==> config.mk <==
export PLATFORM = sky130hd
export DESIGN_NAME = adaptive_fir_mac_flat
export DESIGN_NICKNAME = d
export VERILOG_FILES = /design/src/rtl/adaptive_fir_mac_pkg.sv /design/src/rtl/adaptive_fir_mac_if.sv /design/src/rtl/ComplexMultiplyer.sv /design/src/rtl/adaptive_fir_mac.sv /design/src/flat_wrapper.sv
export SDC_FILE = /design/constraint.sdc
export NUM_CORES = 2
export LEC_CHECK = 0
export BUFFER_PORTS_ARGS = -buffer_cell sky130_fd_sc_hd__buf_2
export CORE_ASPECT_RATIO = 0.5
export CORE_MARGIN = 8
export CORE_UTILIZATION = 69
export DETAILED_ROUTE_END_ITERATION = 16
export PLACE_DENSITY = 0.88
export RECOVER_POWER = 100
export SLEW_MARGIN = 30
export SYNTH_ARGS = -nofsm -noshare
export SYNTH_HDL_FRONTEND = slang
export SYNTH_SLANG_ARGS = --single-unit
==> constraint.sdc <==
create_clock -name clock -period 21.2 [get_ports clock]
set_input_delay 4.24 -clock clock [delete_from_list [all_inputs] [get_ports clock]]
set_output_delay 4.24 -clock clock [all_outputs]
set_load 0.01 [all_outputs]
==> src/rtl/adaptive_fir_mac_pkg.sv <==
// Shared ANC definitions: Q.10 scaling, saturation helper and the FIR/MAC state encoding.
package adaptive_fir_mac_pkg;

    // Coefficients are Q.10, so the accumulated product carries 10 fractional bits.
    localparam int unsigned QShift = 10;

    typedef enum logic [1:0] {
        StIdle,
        StMac,
        StOutput
    } state_e;

    // Clamp a wide signed value into the signed range of a w-bit word (result kept 64-bit).
    function automatic logic signed [63:0] sat_value(input logic signed [63:0] x,
                                                     input int unsigned       w);
        logic signed [63:0] hi;
        logic signed [63:0] lo;
        hi = (64'sd1 <<< (w - 1)) - 64'sd1;
        lo = -(64'sd1 <<< (w - 1));
        if (x > hi) begin
            return hi;
        end
        if (x < lo) begin
            return lo;
        end
        return x;
    endfunction

endpackage

==> src/rtl/adaptive_fir_mac_if.sv <==
// Sample, coefficient and result bundle between a sample source and the FIR/MAC engine.
interface adaptive_fir_mac_if #(
    parameter int DATA_BUS_SIZE = 11,
    parameter int TAPS          = 3
);
    logic                                 sigEnable;
    logic signed [DATA_BUS_SIZE-1:0]      signal_I;
    logic signed [DATA_BUS_SIZE-1:0]      signal_Q;
    logic signed [DATA_BUS_SIZE-1:0]      desired_I;
    logic signed [DATA_BUS_SIZE-1:0]      desired_Q;
    logic [TAPS-1:0][DATA_BUS_SIZE-1:0]   coefficient_I;
    logic [TAPS-1:0][DATA_BUS_SIZE-1:0]   coefficient_Q;
    logic signed [DATA_BUS_SIZE-1:0]      estimate_I;
    logic signed [DATA_BUS_SIZE-1:0]      estimate_Q;
    logic signed [DATA_BUS_SIZE-1:0]      error_I;
    logic signed [DATA_BUS_SIZE-1:0]      error_Q;
    logic                                 outValid;
    logic                                 busy;
    logic                                 satFlag;
    logic [7:0]                           dropCount;

    modport master (
        output sigEnable, signal_I, signal_Q, desired_I, desired_Q,
               coefficient_I, coefficient_Q,
        input  estimate_I, estimate_Q, error_I, error_Q, outValid, busy, satFlag, dropCount
    );

    modport slave (
        input  sigEnable, signal_I, signal_Q, desired_I, desired_Q,
               coefficient_I, coefficient_Q,
        output estimate_I, estimate_Q, error_I, error_Q, outValid, busy, satFlag, dropCount
    );

endinterface

==> src/rtl/ComplexMultiplyer.sv <==
// Full-precision complex multiplier with a registered product and a matching valid flag.
module ComplexMultiplyer #(
    parameter int A_WIDTH     = 11,
    parameter int B_WIDTH     = 11,
    parameter bit B_CONJUGATE = 1'b0,
    parameter int P_WIDTH     = A_WIDTH + B_WIDTH + 1
) (
    input  logic                      clk_i,
    input  logic                      rst_i,
    input  logic                      en_i,
    input  logic signed [A_WIDTH-1:0] a_re_i,
    input  logic signed [A_WIDTH-1:0] a_im_i,
    input  logic signed [B_WIDTH-1:0] b_re_i,
    input  logic signed [B_WIDTH-1:0] b_im_i,
    output logic signed [P_WIDTH-1:0] p_re_o,
    output logic signed [P_WIDTH-1:0] p_im_o,
    output logic                      valid_o
);

    logic signed [P_WIDTH-1:0] ar, ai, br, bi, re_d, im_d;

    // Widen operands first so the products are computed at full output width.
    always_comb begin
        ar   = P_WIDTH'(a_re_i);
        ai   = P_WIDTH'(a_im_i);
        br   = P_WIDTH'(b_re_i);
        bi   = B_CONJUGATE ? -(P_WIDTH'(b_im_i)) : P_WIDTH'(b_im_i);
        re_d = ar * br - ai * bi;
        im_d = ar * bi + ai * br;
    end

    // Product register; valid follows the enable by one cycle.
    always_ff @(posedge clk_i) begin
        if (rst_i) begin
            p_re_o  <= '0;
            p_im_o  <= '0;
            valid_o <= 1'b0;
        end else begin
            valid_o <= en_i;
            if (en_i) begin
                p_re_o <= re_d;
                p_im_o <= im_d;
            end
        end
    end

endmodule

==> src/rtl/adaptive_fir_mac.sv <==
// Complex FIR for adaptive noise cancelling: one shared multiplier, one tap per cycle,
// producing estimate y and error e = desired - y for the coefficient adaptation loop.
module adaptive_fir_mac
    import adaptive_fir_mac_pkg::*;
#(
    parameter int DATA_BUS_SIZE = 11,
    parameter int TAPS          = 3,
    parameter int ACC_GUARD     = 4   // must be >= 1 so the accumulator covers a full product
) (
    input logic              clock,
    input logic              reset,
    adaptive_fir_mac_if.slave bus
);

    localparam int unsigned W     = DATA_BUS_SIZE;
    localparam int          ProdW = 2 * DATA_BUS_SIZE + 1;
    localparam int          AccW  = 2 * DATA_BUS_SIZE + ACC_GUARD;
    localparam int          TapW  = (TAPS > 1) ? $clog2(TAPS) : 1;

    state_e                  state_q;
    logic [TapW-1:0]         tap_q;
    logic                    drain_q;
    logic signed [W-1:0]     dly_i_q  [TAPS];
    logic signed [W-1:0]     dly_q_q  [TAPS];
    logic signed [W-1:0]     coef_i_q [TAPS];
    logic signed [W-1:0]     coef_q_q [TAPS];
    logic signed [W-1:0]     des_i_q, des_q_q;
    logic signed [AccW-1:0]  acc_i_q, acc_q_q;
    logic signed [W-1:0]     est_i_q, est_q_q, err_i_q, err_q_q;
    logic                    sat_q, out_valid_q, busy_q;
    logic [7:0]              drop_q;

    logic signed [ProdW-1:0] prod_i, prod_q;
    logic                    prod_vld;

    logic signed [AccW-1:0]  sh_i, sh_q;
    logic signed [63:0]      yf_i, yf_q, ys_i, ys_q, ef_i, ef_q, es_i, es_q;
    logic                    sat_d;

    ComplexMultiplyer #(
        .A_WIDTH    (DATA_BUS_SIZE),
        .B_WIDTH    (DATA_BUS_SIZE),
        .B_CONJUGATE(1'b0),
        .P_WIDTH    (ProdW)
    ) u_cmul (
        .clk_i  (clock),
        .rst_i  (reset),
        .en_i   (state_q == StMac),
        .a_re_i (coef_i_q[tap_q]),
        .a_im_i (coef_q_q[tap_q]),
        .b_re_i (dly_i_q[tap_q]),
        .b_im_i (dly_q_q[tap_q]),
        .p_re_o (prod_i),
        .p_im_o (prod_q),
        .valid_o(prod_vld)
    );

    // Scale the accumulator back to sample units, saturate y, then form the saturated error.
    always_comb begin
        sh_i  = acc_i_q >>> QShift;
        sh_q  = acc_q_q >>> QShift;
        yf_i  = 64'(sh_i);
        yf_q  = 64'(sh_q);
        ys_i  = sat_value(yf_i, W);
        ys_q  = sat_value(yf_q, W);
        ef_i  = 64'(des_i_q) - ys_i;
        ef_q  = 64'(des_q_q) - ys_q;
        es_i  = sat_value(ef_i, W);
        es_q  = sat_value(ef_q, W);
        sat_d = (ys_i != yf_i) || (ys_q != yf_q) || (es_i != ef_i) || (es_q != ef_q);
    end

    // Control FSM with the delay line, snapshots, accumulator and registered outputs.
    always_ff @(posedge clock) begin
        if (reset) begin
            state_q     <= StIdle;
            tap_q       <= '0;
            drain_q     <= 1'b0;
            des_i_q     <= '0;
            des_q_q     <= '0;
            acc_i_q     <= '0;
            acc_q_q     <= '0;
            est_i_q     <= '0;
            est_q_q     <= '0;
            err_i_q     <= '0;
            err_q_q     <= '0;
            sat_q       <= 1'b0;
            out_valid_q <= 1'b0;
            busy_q      <= 1'b0;
            drop_q      <= '0;
            for (int k = 0; k < TAPS; k++) begin
                dly_i_q[k]  <= '0;
                dly_q_q[k]  <= '0;
                coef_i_q[k] <= '0;
                coef_q_q[k] <= '0;
            end
        end else begin
            out_valid_q <= 1'b0;

            // Strobes arriving outside IDLE are lost; count them for diagnostics.
            if (bus.sigEnable && (state_q != StIdle) && (drop_q != 8'hFF)) begin
                drop_q <= drop_q + 8'd1;
            end

            // Products land one cycle after issue, so accumulation trails the tap index.
            if (prod_vld) begin
                acc_i_q <= acc_i_q + AccW'(prod_i);
                acc_q_q <= acc_q_q + AccW'(prod_q);
            end

            unique case (state_q)
                StIdle: begin
                    if (bus.sigEnable) begin
                        for (int k = TAPS - 1; k > 0; k--) begin
                            dly_i_q[k] <= dly_i_q[k-1];
                            dly_q_q[k] <= dly_q_q[k-1];
                        end
                        dly_i_q[0] <= bus.signal_I;
                        dly_q_q[0] <= bus.signal_Q;
                        for (int k = 0; k < TAPS; k++) begin
                            coef_i_q[k] <= $signed(bus.coefficient_I[k]);
                            coef_q_q[k] <= $signed(bus.coefficient_Q[k]);
                        end
                        des_i_q <= bus.desired_I;
                        des_q_q <= bus.desired_Q;
                        acc_i_q <= '0;
                        acc_q_q <= '0;
                        tap_q   <= '0;
                        busy_q  <= 1'b1;
                        state_q <= StMac;
                    end
                end
                StMac: begin
                    if (tap_q == TapW'(TAPS - 1)) begin
                        drain_q <= 1'b0;
                        state_q <= StOutput;
                    end else begin
                        tap_q <= tap_q + 1'b1;
                    end
                end
                StOutput: begin
                    // First cycle lets the last product reach the accumulator.
                    if (!drain_q) begin
                        drain_q <= 1'b1;
                    end else begin
                        est_i_q     <= ys_i[W-1:0];
                        est_q_q     <= ys_q[W-1:0];
                        err_i_q     <= es_i[W-1:0];
                        err_q_q     <= es_q[W-1:0];
                        sat_q       <= sat_d;
                        out_valid_q <= 1'b1;
                        busy_q      <= 1'b0;
                        state_q     <= StIdle;
                    end
                end
                default: begin
                    state_q <= StIdle;
                end
            endcase
        end
    end

    assign bus.estimate_I = est_i_q;
    assign bus.estimate_Q = est_q_q;
    assign bus.error_I    = err_i_q;
    assign bus.error_Q    = err_q_q;
    assign bus.outValid   = out_valid_q;
    assign bus.busy       = busy_q;
    assign bus.satFlag    = sat_q;
    assign bus.dropCount  = drop_q;

endmodule

==> src/flat_wrapper.sv <==
// flat-port wrapper written by rule: the top's interface ports become plain ports
module adaptive_fir_mac_flat import adaptive_fir_mac_pkg::*;
#(
    parameter int DATA_BUS_SIZE = 11,
    parameter int TAPS          = 3,
    parameter int ACC_GUARD     = 4                                                           
)
  (clock, reset, bus_sigEnable, bus_signal_I, bus_signal_Q, bus_desired_I, bus_desired_Q, bus_coefficient_I, bus_coefficient_Q, bus_estimate_I, bus_estimate_Q, bus_error_I, bus_error_Q, bus_outValid, bus_busy, bus_satFlag, bus_dropCount);
  adaptive_fir_mac_if #(.DATA_BUS_SIZE(DATA_BUS_SIZE), .TAPS(TAPS)) bus_i ();
  input logic clock;
  input logic reset;
  input wire logic [$bits(bus_i.sigEnable)-1:0] bus_sigEnable;
  input wire logic [$bits(bus_i.signal_I)-1:0] bus_signal_I;
  input wire logic [$bits(bus_i.signal_Q)-1:0] bus_signal_Q;
  input wire logic [$bits(bus_i.desired_I)-1:0] bus_desired_I;
  input wire logic [$bits(bus_i.desired_Q)-1:0] bus_desired_Q;
  input wire logic [$bits(bus_i.coefficient_I)-1:0] bus_coefficient_I;
  input wire logic [$bits(bus_i.coefficient_Q)-1:0] bus_coefficient_Q;
  output wire logic [$bits(bus_i.estimate_I)-1:0] bus_estimate_I;
  output wire logic [$bits(bus_i.estimate_Q)-1:0] bus_estimate_Q;
  output wire logic [$bits(bus_i.error_I)-1:0] bus_error_I;
  output wire logic [$bits(bus_i.error_Q)-1:0] bus_error_Q;
  output wire logic [$bits(bus_i.outValid)-1:0] bus_outValid;
  output wire logic [$bits(bus_i.busy)-1:0] bus_busy;
  output wire logic [$bits(bus_i.satFlag)-1:0] bus_satFlag;
  output wire logic [$bits(bus_i.dropCount)-1:0] bus_dropCount;
  assign bus_i.sigEnable = bus_sigEnable;
  assign bus_i.signal_I = bus_signal_I;
  assign bus_i.signal_Q = bus_signal_Q;
  assign bus_i.desired_I = bus_desired_I;
  assign bus_i.desired_Q = bus_desired_Q;
  assign bus_i.coefficient_I = bus_coefficient_I;
  assign bus_i.coefficient_Q = bus_coefficient_Q;
  assign bus_estimate_I = bus_i.estimate_I;
  assign bus_estimate_Q = bus_i.estimate_Q;
  assign bus_error_I = bus_i.error_I;
  assign bus_error_Q = bus_i.error_Q;
  assign bus_outValid = bus_i.outValid;
  assign bus_busy = bus_i.busy;
  assign bus_satFlag = bus_i.satFlag;
  assign bus_dropCount = bus_i.dropCount;
  adaptive_fir_mac #(.DATA_BUS_SIZE(DATA_BUS_SIZE), .TAPS(TAPS), .ACC_GUARD(ACC_GUARD)) u_core (.clock(clock), .reset(reset), .bus(bus_i));
endmodule
==> flow_summary.yaml <==
yosys:
  yosysSeqAreaShare: 0.203
  syn_area_mm2: 0.0376
  synth_edf_count: 132
  synth_fp_nets: 5006
  yosys_warnings: 0
  yosys.area.top_type_share: 0.316
  synthTopCellsByCount: "fa_1 (593), inv_1 (585), nand2_1 (462), nor2_1 (391), ha_1 (251)"
  post_synth.cell_area_avg_um2: 9.28
  async_reset_ff_frac: 0
  ys_types: 85
  ys_ff_latch: 315
  synth_largest_area_cell: "fa_1"
  synth_flop_cell: "dfxtp_1"
  ys_top_cells_by_area: "fa_1 (32%), edfxtp_1 (11%), dfxtp_1 (9.8%)"
  yosysMostFrequentCell: "fa_1"
  synth_cells: 4049
cells_and_area:
  instances_no_fill: 4851
  layout-drive-gt1-share: 0.0643
  fin_nets: 5071
  areaGrowthSynthToFinish_pct: 6.50
  fillers: 3757
  stdcell_area_mm2: 0.0400
run:
  drv_cap: 10
timing:
  tightest_slew_ps: 4250
  slew_headroom: -1.83
  hold_viol_final: 0
  tns_ps: 0
  skew_ps: 24.6
  period_needed_ps: 13790
  drv_slew: 604
  timing.fmax_mhz: 72.5
  timing.hold.ws_ps: 457
  rsz0062_at_grt: "no"
  setup_viol: 0
  fin_crit_sh: 0.650
drt:
  drt_iter0_drc: 3013
  via_per_inst: 6.15
  post-route-drc-count: 0
  antenna_left: 0
  via_count: 29800
  wirelength_mm: 102
  dr.pass1.iters: 6
  wl_per_cell_um: 21.1
clocking:
  cts_tree: "done"
  cts-root-buf: "clkbuf_16"
  ctsLongestPathBuffers: 3
  clk_latency_ps: 620
  cts_max_level: 1
  cts_num_sinks: 315
  cts.clk_slew.worst_paths_ps: 70
  post_cts_buffers: 0
  cts_made_buffers: 30
  cts-resized-gates: 0
  cts_hold_buf: 0
outcome:
  violations: "capacitance limit, slew limit"
  status: "finished, violations left"
global_routing:
  use_met2: 0.512
  antenna_found_initial: 4
  met3_usage: 0.0981
  grt_start_max_net_pins: 133
  top_usage_layer: "met2"
  gr-total-overflow: 0
  grtUsageTotal: 0.323
  grt_use_met1: 0.412
  grt_first_pass_wirelength_mm: 163
  first_global_vias: 30800
hold_path:
  holdPathEnd: "u_core.bus.error_Q[10]"
  holdPathStages: 2
  worstHoldStart: "u_core.bus.error_Q[10]"
  holdCritPathClass: "reg2reg"
worst_setup_path:
  cp-end-kind: "flip-flop"
  critical_path_required_ps: 21340
  ff2ff_path_depth: 22
  critPathArrivalTime_ps: 13930
  startpoint_type: "input port"
  crit_fanout: 69
  rr_endpoint: "u_core.u_cmul.p_im_o[21]"
  critical_path_class: "in2reg"
  reg2reg_slack_ps: 8940
placement:
  dpl.cell_count: 4793
  hpwl_mm: 78.5
  gp_congestion: 1.01
  place_area_mm2: 0.0391
  port_buffers: 167
floorplanning:
  dieArea_mm2: 0.0626
  coreArea_mm2: 0.0538
  die_height_um: 181
  rows: 60
  boundaryPins: 168
  start_util: 0.699
  die_x_um: 346
==> how the worst max path moves through the flow <==
stage	startpoint	endpoint	slack, ps
2_1_floorplan	reset	u_core.coef_i_q[0][0]	11950
3_3_place_gp	u_core.acc_i_q[20]	u_core.bus.satFlag	12690
3_5_place_dp	u_core.acc_i_q[20]	u_core.bus.satFlag	12360
4_1_cts	u_core.acc_i_q[20]	u_core.bus.satFlag	12290
5_1_grt	reset	u_core.coef_q_q[2][8]	6670
6_report	reset	u_core.coef_i_q[0][10]	7410
==> registers in the layout, summed over array words and instances, names as in the netlist, 2 cells and up, named ones only <==
register,cells
u_core.dly_i_q,33
u_core.state_q,2
u_core.u_cmul.p_re_o,23
u_core.coef_q_q,33
u_core.u_cmul.p_im_o,23
u_core.acc_i_q,26
u_core.coef_i_q,33
u_core.dly_q_q,33
u_core.des_i_q,11
u_core.acc_q_q,26
u_core.bus.estimate_I,11
u_core.des_q_q,11
u_core.bus.estimate_Q,11
u_core.tap_q,2
u_core.bus.dropCount,8
u_core.bus.error_Q,11
u_core.bus.error_I,11
==> through the flow <==
| stage | worst slack (ps) | utilization |
|---|---|---|
| after floorplan | 11950 | - |
| after global placement | 12690 | 0.726 |
| after detailed placement | 12360 | 0.727 |
| after CTS | 12290 | 0.746 |
| after global routing | 6670 | 0.744 |
| final | 7410 | 0.744 |
==> critical path, stage by stage <==
cell and delay (ps):
clkbuf_1 1650, a21oi_1 60, clkbuf_1 760, clkinvlp_2 1930, clkbuf_1 2570, clkbuf_1 2590
==> area by class of cell <==
| type | instances | area (µm²) | share of cell area |
|---|---|---|---|
| diodes | 1 | 2.50 | 0.0000626 |
| clock buffers | 39 | 825 | 0.0206 |
| clock inverters | 16 | 203 | 0.00507 |
| inverters | 587 | 2200 | 0.0551 |
| multi-input cells | 2958 | 27100 | 0.677 |
| flip-flops and latches | 315 | 7630 | 0.191 |
| well taps | 713 | 892 | 0.0223 |
| repair buffers | 222 | 1170 | 0.0292 |
==> layer usage <==
metal	share of wire	wire length [µm]	vias up
li1	-	-	13200
met1	0.39	39600	14500
met2	0.44	45400	1655
met3	0.11	11500	402
met4	0.056	5710	2
met5	0.00020	20	-
==> logic make-up after synthesis <==
| family | synth area share |
|---|---|
| AO/OA/AOI/OAI | 0.110 |
| XOR/XNOR | 0.0324 |
| adder cells (fa/ha/maj) | 0.400 |
| buffers and inverters | 0.0779 |
| flip-flops | 0.203 |
| multiplexers | 0.0221 |
| AND/OR/NAND/NOR | 0.155 |
==> layout by cell type, fill, tap and decap left out, types with 13 or more instances in the layout <==
cell type  instances
a211oi_1          45
a21o_1            49
a21oi_1          166
a22o_1            14
a31oi_1           15
and2_0            94
and2_1            50
buf_2            111
buf_4             46
clkbuf_1          68
clkbuf_16         30
dfxtp_1          181
edfxtp_1         132
fa_1             593
ha_1             251
inv_1            584
mux2i_1           83
nand2_1          462
nand2b_1          27
nand3_1           42
nand4_1           21
nor2_1           390
nor2b_1           22
nor3_1            42
nor4_1            18
o21a_1            56
o21ai_0          110
o21ai_1           17
o21bai_1          19
o22ai_1           14
o31ai_1           13
or2_2             13
or3_1             14
xnor2_1           97
xor2_1            42
Power is left out: the tool's default activity adds up to more than one toggle a clock period on the data nets, which glitch-free logic cannot reach.
